File: src/rtl/e203_exu_csr_xctrl.sv
// rtl/e203_exu_csr_xctrl.sv - CSR access controller for core CSR file and external CSR channels
module e203_exu_csr_xctrl #(
  parameter int XLEN    = 32,
  parameter int NCH     = 2,
  parameter int TMO_W   = 8,
  parameter int TMO_MAX = 200
) (
  input  logic            clk,
  input  logic            rst,
  input  logic            csr_i_valid,
  output logic            csr_i_ready,
  input  logic [XLEN-1:0] csr_i_rs1,
  input  logic [2:0]      csr_i_op,
  input  logic            csr_i_rs1imm,
  input  logic            csr_i_rs1is0,
  input  logic [4:0]      csr_i_zimm,
  input  logic [11:0]     csr_i_idx,
  input  logic            csr_i_rdwen,
  output logic            csr_ena,
  output logic            csr_rd_en,
  output logic            csr_wr_en,
  output logic [11:0]     csr_idx,
  output logic [XLEN-1:0] csr_wdat,
  input  logic [XLEN-1:0] read_csr_dat,
  input  logic            csr_access_ilgl,
  input  logic [NCH-1:0]  x_off,
  output logic            x_req_valid,
  input  logic            x_req_ready,
  output logic [1:0]      x_req_ch,
  output logic [11:0]     x_req_addr,
  output logic            x_req_wr,
  output logic [XLEN-1:0] x_req_wdata,
  input  logic            x_rsp_valid,
  input  logic [XLEN-1:0] x_rsp_rdata,
  input  logic            x_rsp_err,
  output logic            csr_o_valid,
  input  logic            csr_o_ready,
  output logic [XLEN-1:0] csr_o_wdat,
  output logic            csr_o_err
);

  typedef enum logic [2:0] {
    S_IDLE, S_RREQ, S_RWAIT, S_WREQ, S_WWAIT, S_DONE
  } state_t;

  // op is one-hot {rc,rs,rw}
  function automatic logic [XLEN-1:0] f_newval(input logic [2:0] op,
                                               input logic [XLEN-1:0] op1,
                                               input logic [XLEN-1:0] old);
    logic [XLEN-1:0] v;
    v = '0;
    if (op[0])      v = op1;
    else if (op[1]) v = op1 | old;
    else if (op[2]) v = ~op1 & old;
    return v;
  endfunction

  state_t            r_state;
  logic              r_o_vld;
  logic [XLEN-1:0]   r_o_wdat;
  logic              r_o_err;
  logic [2:0]        r_op;
  logic [XLEN-1:0]   r_op1;
  logic [11:0]       r_idx;
  logic [1:0]        r_ch;
  logic              r_wr_need;
  logic [XLEN-1:0]   r_rdata;
  logic              r_err;
  logic [TMO_W-1:0]  r_tmo;

  logic [XLEN-1:0]   w_op1;
  logic              w_rd_need;
  logic              w_wr_need;
  logic [3:0]        w_nib;
  logic [3:0]        w_chf;
  logic              w_ext;
  logic [3:0]        w_off_vec;
  logic              w_off;
  logic              w_acc;
  logic              w_tmo_hit;

  assign w_op1     = csr_i_rs1imm ? {{(XLEN-5){1'b0}}, csr_i_zimm} : csr_i_rs1;
  assign w_rd_need = (csr_i_op[0] & csr_i_rdwen) | csr_i_op[1] | csr_i_op[2];
  assign w_wr_need = csr_i_op[0] | ((csr_i_op[1] | csr_i_op[2]) & ~csr_i_rs1is0);

  // Channel c owns CSR index nibble 0xC + c
  assign w_nib = csr_i_idx[11:8];
  assign w_chf = w_nib - 4'hC;
  assign w_ext = (w_nib >= 4'hC) && (w_chf < 4'(NCH));

  // Widen x_off to four channels so any channel number can index it
  always_comb begin
    w_off_vec = '0;
    w_off_vec[NCH-1:0] = x_off;
  end
  assign w_off = w_off_vec[w_chf[1:0]];

  assign csr_i_ready = (r_state == S_IDLE) & ~r_o_vld;
  assign w_acc       = csr_i_valid & csr_i_ready;
  assign w_tmo_hit   = (r_tmo == TMO_W'(TMO_MAX - 1));

  // Core CSR file is accessed combinationally in the accept cycle
  assign csr_ena   = w_acc & ~w_ext;
  assign csr_rd_en = csr_ena & w_rd_need;
  assign csr_wr_en = csr_ena & w_wr_need;
  assign csr_idx   = csr_ena ? csr_i_idx : 12'h0;
  assign csr_wdat  = csr_ena ? f_newval(csr_i_op, w_op1, read_csr_dat) : '0;

  // External request fields come straight from registers, so they hold while valid
  assign x_req_valid = (r_state == S_RREQ) | (r_state == S_WREQ);
  assign x_req_wr    = (r_state == S_WREQ);
  assign x_req_ch    = r_ch;
  assign x_req_addr  = r_idx;
  assign x_req_wdata = (r_state == S_WREQ) ? f_newval(r_op, r_op1, r_rdata) : '0;

  assign csr_o_valid = r_o_vld;
  assign csr_o_wdat  = r_o_wdat;
  assign csr_o_err   = r_o_err;

  // External-channel FSM plus the one-entry result register
  always_ff @(posedge clk or posedge rst) begin
    if (rst) begin
      r_state   <= S_IDLE;
      r_o_vld   <= 1'b0;
      r_o_wdat  <= '0;
      r_o_err   <= 1'b0;
      r_op      <= '0;
      r_op1     <= '0;
      r_idx     <= '0;
      r_ch      <= '0;
      r_wr_need <= 1'b0;
      r_rdata   <= '0;
      r_err     <= 1'b0;
      r_tmo     <= '0;
    end else begin
      if (r_o_vld && csr_o_ready) r_o_vld <= 1'b0;
      case (r_state)
        S_IDLE: begin
          if (w_acc) begin
            if (!w_ext) begin
              r_o_vld  <= 1'b1;
              r_o_wdat <= read_csr_dat;
              r_o_err  <= csr_access_ilgl;
            end else if (w_off) begin
              // Disabled channel: fail locally, nothing goes on the bus
              r_o_vld  <= 1'b1;
              r_o_wdat <= '0;
              r_o_err  <= 1'b1;
            end else begin
              r_op      <= csr_i_op;
              r_op1     <= w_op1;
              r_idx     <= csr_i_idx;
              r_ch      <= w_chf[1:0];
              r_wr_need <= w_wr_need;
              r_rdata   <= '0;
              r_err     <= 1'b0;
              r_state   <= w_rd_need ? S_RREQ : S_WREQ;
            end
          end
        end
        S_RREQ: begin
          if (x_req_ready) begin
            r_tmo   <= '0;
            r_state <= S_RWAIT;
          end
        end
        S_RWAIT: begin
          if (x_rsp_valid) begin
            r_rdata <= x_rsp_rdata;
            if (x_rsp_err) begin
              r_err   <= 1'b1;
              r_state <= S_DONE;
            end else begin
              r_state <= r_wr_need ? S_WREQ : S_DONE;
            end
          end else if (w_tmo_hit) begin
            r_rdata <= '0;
            r_err   <= 1'b1;
            r_state <= S_DONE;
          end else begin
            r_tmo <= r_tmo + 1'b1;
          end
        end
        S_WREQ: begin
          if (x_req_ready) begin
            r_tmo   <= '0;
            r_state <= S_WWAIT;
          end
        end
        S_WWAIT: begin
          if (x_rsp_valid) begin
            r_err   <= x_rsp_err;
            r_state <= S_DONE;
          end else if (w_tmo_hit) begin
            r_rdata <= '0;
            r_err   <= 1'b1;
            r_state <= S_DONE;
          end else begin
            r_tmo <= r_tmo + 1'b1;
          end
        end
        S_DONE: begin
          r_o_vld  <= 1'b1;
          r_o_wdat <= r_rdata;
          r_o_err  <= r_err;
          r_state  <= S_IDLE;
        end
        default: r_state <= S_IDLE;
      endcase
    end
  end

endmodule
File: config.mk
export PLATFORM = sky130hd
export DESIGN_NAME = e203_exu_csr_xctrl
export DESIGN_NICKNAME = d
export VERILOG_FILES = /design/src/rtl/e203_exu_csr_xctrl.sv
export SDC_FILE = /design/constraint.sdc
export NUM_CORES = 1
export LEC_CHECK = 0
export BUFFER_PORTS_ARGS = -buffer_cell sky130_fd_sc_hd__buf_4
export CAP_MARGIN = 5
export CORE_UTILIZATION = 35
export CTS_BUF_LIST = sky130_fd_sc_hd__clkbuf_4
export DETAILED_ROUTE_END_ITERATION = 6
export PLACE_DENSITY = 0.59
export SLEW_MARGIN = 20
export SYNTH_ARGS = -nofsm -noshare
export SYNTH_HDL_FRONTEND = slang
export SYNTH_SLANG_ARGS = --single-unit
File: constraint.sdc
create_clock -name clk -period 4.19 [get_ports clk]
set_input_delay 0.2095 -clock clk [delete_from_list [all_inputs] [get_ports clk]]
set_output_delay 0.2095 -clock clk [all_outputs]
set_load 0.02 [all_outputs]
# Word level (Yosys, flattened, before mapping)
# Index checks and enable logic that the tools add are counted.
[totals]
register_bits = 128
latchBits = 0
ram_bits = 0
romBits = 0
inputBits = 129
out_inout_bits = 130
elab_cells = 126
memories = 0
[classes]
n_addsub = 2
mul = 0
div_mod_pow = 0
order_cmp = 3
n_eq_ne = 17
n_shift = 0
muxes = 56
bitwise = 22
reduce_logical = 14
[ops]
columns = ["op", "count"]
rows = [
  ["32-bit two-way mux", 18],
  ["32-bit one-hot mux with 3 select lines", 1],
  ["32-bit AND", 2],
  ["32-bit NOT", 2],
  ["32-bit bitwise OR", 2],
  ["32-bit one-hot mux with 2 select lines", 1],
  ["3-bit two-way mux", 10],
  ["8-bit two-way mux", 3],
  ["2-bit != test (second input constant)", 8],
  ["8-bit one-hot mux with 2 select lines", 1],
  ["1-bit two-way mux", 15],
  ["3-bit one-hot mux with 5 select lines", 1],
  ["5-bit AND reduction", 3],
  ["12-bit two-way mux", 1],
  ["8-bit by 1-bit adder with 8-bit output (second input constant)", 1],
  ["8-bit equality test (second input constant)", 1],
  ["4-bit AND reduction", 2],
  ["1-bit AND", 7],
  ["3-bit by 2-bit equality test with 1-bit output (second input constant)", 2],
  ["3-bit equality test (second input constant)", 2],
  ["3-bit != test (second input constant)", 2],
  ["1-bit bitwise OR", 5],
  ["4-bit >= comparator (second input constant)", 1],
  ["4-bit by 2-bit less-than comparator with 1-bit output (second input constant)", 1],
  ["other kinds (15)", 22],
]

# Logic depth before layout (Yosys ltp)
[depth]
ltp_word = 8
ltp_mapped = 8
mapped_depth_nobuf = 5

# Worst setup path after synthesis
# No wires, ideal clock.
[synth_timing]
path_kind = "register to output"
startpoint = "register r_state[2]"
endpoint = "output csr_wdat[23]"
t_arrival_ns = 2.048
required_ns = 3.980
path_slack_ns = 1.932
stages_incl_launch_ff = 6
path_buffers = 2
cell_sequence = "dfrtp_1 -> buf_6 -> nor4_4 -> nand3_2 -> clkbuf_1 -> a221oi_1"
[synth_between]
elab_chain_len = 5
[synth_rtl]
columns = ["element", "line", "rtl"]
rows = [
  ["start, declared", "58", "state_t r_state;"],
  ["start signal, assigned", "157", "r_state <= w_rd_need ? S_RREQ : S_WREQ;"],
  ["start signal, assigned", "174", "r_state <= r_wr_need ? S_WREQ : S_DONE;"],
  ["3-bit logical NOT", "98", "assign csr_i_ready = (r_state == S_IDLE) & ~r_o_vld;"],
  ["1-bit AND", "98", ""],
  ["net csr_i_ready", "11", "output logic csr_i_ready,"],
  ["1-bit AND", "99", "assign w_acc = csr_i_valid & csr_i_ready;"],
  ["1-bit AND", "103", "assign csr_ena = w_acc & ~w_ext;"],
  ["32-bit two-way mux", "107", "assign csr_wdat = csr_ena ? f_newval(csr_i_op, w_op1, read_csr_dat) : '0;"],
  ["end, declared", "23", "output logic [XLEN-1:0] csr_wdat,"],
]
# The timed path passes the listed nets, and every way through them passes these cells.

# Final worst setup path
[layout_timing]
startpoint = "register r_state[0]"
endpoint = "output csr_idx[6]"
[layout_between]
elab_chain_len = 5
[layout_rtl]
columns = ["element", "line", "rtl"]
rows = [
  ["3-bit logical NOT", "98", ""],
  ["1-bit AND", "98", ""],
  ["1-bit AND", "99", ""],
  ["1-bit AND", "103", ""],
  ["12-bit two-way mux", "106", "assign csr_idx = csr_ena ? csr_i_idx : 12'h0;"],
  ["end, declared", "22", "output logic [11:0] csr_idx,"],
]
# No other way between the ends.

==> impl_metrics.env <==
export IMPL_initialDrtViolationCount=300
export IMPL_dp_hpwl_um=15500
export IMPL_drive_gt1_share_pct=33.0
export IMPL_critPathMaxStageDelay_ns=0.55
export IMPL_final_nets=1194
export IMPL_gp_congestion=0.838
export IMPL_clock_latency_ns=0.55
export IMPL_area_growth_pct=50.4
export IMPL_final_util_pct=53.7
export IMPL_critPathMaxFanout=20
export IMPL_synthDistinctLibCells=46
export IMPL_grtUsageTotal_pct=25.2
export IMPL_critPathSlowestCell="dfrtp_1"
export IMPL_viasPerCell=5.20
export IMPL_io_buffers=258
export IMPL_ir_drop_mv=0.234
export IMPL_rows=51
export IMPL_hold_path_startpoint="x_rsp_err"
export IMPL_ys_flop_type="dfrtp_1"
export IMPL_die_w_um=143
export IMPL_ys_ff_latch=126
export IMPL_drcViolationCount=0
export IMPL_clk_pin_slew_ns=0.12
export IMPL_fin_tns_setup_ns=0
export IMPL_fin_crit_sh_pct=88.9
export IMPL_worst_setup_path_start_kind="flip-flop"
export IMPL_die_h_um=143
export IMPL_numCtsBuffers=17
export IMPL_rsz0062_at_grt="no"
export IMPL_endpoint_kind="output pin"
export IMPL_power_density_nw_per_um2=591
export IMPL_coreArea_um2=19400
export IMPL_p_leak_nw=4.98
export IMPL_crit_type="reg2out"
export IMPL_die_area_um2=20400
export IMPL_ys_seq_area_share_pct=45.5
export IMPL_finalClockSkew_ns=0.0215
export IMPL_firstDrtPassIters=4
export IMPL_crit_family="simple AND/OR/NAND/NOR gates"
export IMPL_rrSetupSlack_ns=1.27
export IMPL_wl_per_cell_um=19.1
export IMPL_holdCritPathClass="in2reg"
export IMPL_clock_sinks=126
export IMPL_synth_edf_count=0
export IMPL_drv_slew=0
export IMPL_final_antenna_net_count=0
export IMPL_cts_root_buf="clkbuf_4"
export IMPL_timing_fmax_ghz=0.269
export IMPL_drv_cap=0
export IMPL_grt_overflow=0
export IMPL_n_fill_cell=1801
export IMPL_syn_area_per_cell_um2=9.49
export IMPL_cp_data_required_time_ns=3.98
export IMPL_antenna_found_initial=1
export IMPL_start_util_pct=35.7
export IMPL_grt_pass1_wl_um=38800
export IMPL_postRouteWirelength_um=25600
export IMPL_max_slew_margin_pct=21.2
export IMPL_hold_path_depth=4
export IMPL_netlist_area_um2=6930
export IMPL_crit_arrival_ns=3.51
export IMPL_grt_pass1_vias=6965
export IMPL_crit_cells=7
export IMPL_hold_viol=0
export IMPL_async_flop_share_pct=100
export IMPL_post_cts_buffers=0
export IMPL_syn_nets=860
export IMPL_r2r_end="csr_o_wdat[10]"
export IMPL_via_count=6985
export IMPL_yosys_warnings=0
export IMPL_outcome="finished, final reports clean"
export IMPL_worstRegToRegCells=4
export IMPL_netlist_instances=730
export IMPL_min_to="r_err"
export IMPL_r2r_start="r_state[0]"
export IMPL_worst_pin_slew_ns=1.18
export IMPL_seq_area_um2=3150
export IMPL_setup_viol=0
export IMPL_clockBufferDepth=2
export IMPL_htree_levels=4
export IMPL_multi_input_area_um2=3330
export IMPL_cts_tree="built"
export IMPL_grt_max_degree=102
export IMPL_path_cells="and3b_2 > nor2_4 > nand3_2 > buf_4 > inv_1 > and2_1 > buf_4"
export IMPL_period_minus_slack_ns=3.72
export IMPL_ioPinCount=259
export IMPL_cp_common_cell="buf_4"
export IMPL_path_buf_inv=3
==> stage by stage <==
stage / instance area, µm² / std cells / setup WS, ns / hold slack [ns] / power, mW
finish: 10400 / 1343 / 0.466 / 0.0482 / 6.16
global route: 10400 / 1343 / 0.253 / 0.0141 / 6.54
CTS: 10400 / 1340 / 0.203 / 0.00240 / 6.17
detailed placement: 8970 / 1198 / 0.815 / 0.436 / 5.09
global placement: 8970 / 1198 / 0.885 / 0.432 / 5.04
floorplan: 6930 / 730 / 0.625 / 0.333 / 4.02
==> report_power, final <==
part	internal (mW)	switching, mW	leakage (nW)	total [mW]
Clock	0.479	0.504	0.158	0.983
Sequential	1.76	0.446	1.62	2.20
Combinational	1.35	1.62	3.20	2.97
Total	3.59	2.57	4.98	6.16
==> worst min-delay path, cell delays in order <==
cell and delay [ns]:
buf_4 0.08, nor2b_1 0.06, a2bb2oi_1 0.14, o21ai_0 0.08
==> cells in the final DEF (no fill, tap or decap), types with 4 or more instances in the layout <==
| cell | instances |
|---|---|
| a221oi_1 | 32 |
| dlygate4sd3_1 | 111 |
| clkinvlp_4 | 5 |
| nand2_1 | 80 |
| nor3_1 | 34 |
| clkbuf_4 | 18 |
| mux2_2 | 43 |
| nand3_1 | 9 |
| a21oi_1 | 67 |
| a22o_1 | 64 |
| inv_1 | 39 |
| nor2_1 | 8 |
| and3_1 | 5 |
| and2_1 | 13 |
| bufinv_16 | 4 |
| o21ai_0 | 40 |
| dfrtp_1 | 126 |
| buf_4 | 267 |
| nand2b_1 | 61 |
| mux2i_1 | 9 |
==> synthesized netlist by cell type, drive strengths merged (2+ instances only) <==
master / instances / area, µm²
a221oi: 32 / 280
a21oi: 67 / 335
nand4: 2 / 12.5
clkbuf: 44 / 165
a21o: 2 / 15.0
mux2: 43 / 484
and3: 6 / 37.5
or3: 3 / 18.8
dfrtp: 126 / 3150
a22o: 64 / 561
a2bb2oi: 2 / 17.5
nor2b: 2 / 12.5
inv: 40 / 150
and2: 13 / 81.3
nor3: 34 / 170
o21ai: 40 / 200
nor2: 10 / 45.0
nand2b: 61 / 382
mux2i: 9 / 90.1
and3b: 2 / 17.5
a211oi: 2 / 20.0
nand3: 10 / 55.1
buf: 20 / 151
nand2: 80 / 300
==> cells by family (layout without fill, tap and decap cells) <==
kind of cell | count (synthesis) | in the layout | synth area share, %
compound gates | 217 | 217 | 21.8
simple gates | 229 | 230 | 17.3
fa+ha+maj | 1 | 1 | 0.181
buf+inv | 104 | 450 | 6.74
other cells | 0 | 1 | 0
mux | 52 | 52 | 8.29
flops | 126 | 126 | 45.5
xor+xnor | 1 | 1 | 0.235
==> routing by layer <==
layer  vias to the layer above  GRT usage, %  wire [µm]
li1                       3294             -          -
met2                       225          43.5      13000
met5                         -             0          0
met3                        21          5.97       1380
met4                         0          8.60        312
met1                      3445          30.8      10900
==> timing repair <==
item	CTS	global route
hold buffers	110	1
gates resized for setup	0	0
hold endpoints to repair	209	1
endpoints found under the setup margin	0	11
==> flip-flops by register name, indices dropped and copies added, names as in the netlist <==
| name | cells |
|---|---|
| csr_o_wdat | 32 |
| r_op1 | 32 |
| r_rdata | 32 |
| x_req_addr | 12 |
| r_tmo | 8 |
| r_op | 3 |
| r_state | 3 |
| csr_o_err | 1 |
| csr_o_valid | 1 |
| r_err | 1 |
| r_wr_need | 1 |
==> worst max path at each step <==
stage | end | slack (ns) | start
final | csr_idx[6] | 0.47 | r_state[0]
after global routing | csr_idx[11] | 0.25 | r_state[0]
after CTS | csr_idx[10] | 0.20 | r_state[0]
after detailed placement | csr_idx[10] | 0.82 | r_state[0]
after global placement | csr_idx[10] | 0.89 | r_state[0]
after floorplan | csr_o_err | 0.62 | rst
==> cell type report <==
type	count	share of cell area (%)
multi-input combinational	501	32.0
sequential	126	30.3
timing repair buffer	378	29.9
tap	265	3.18
clock inverter	14	1.85
inverter	40	1.49
clock buffer	18	1.30
antenna	1	0.0240
No activity file was read; power rests on OpenSTA's default activity.
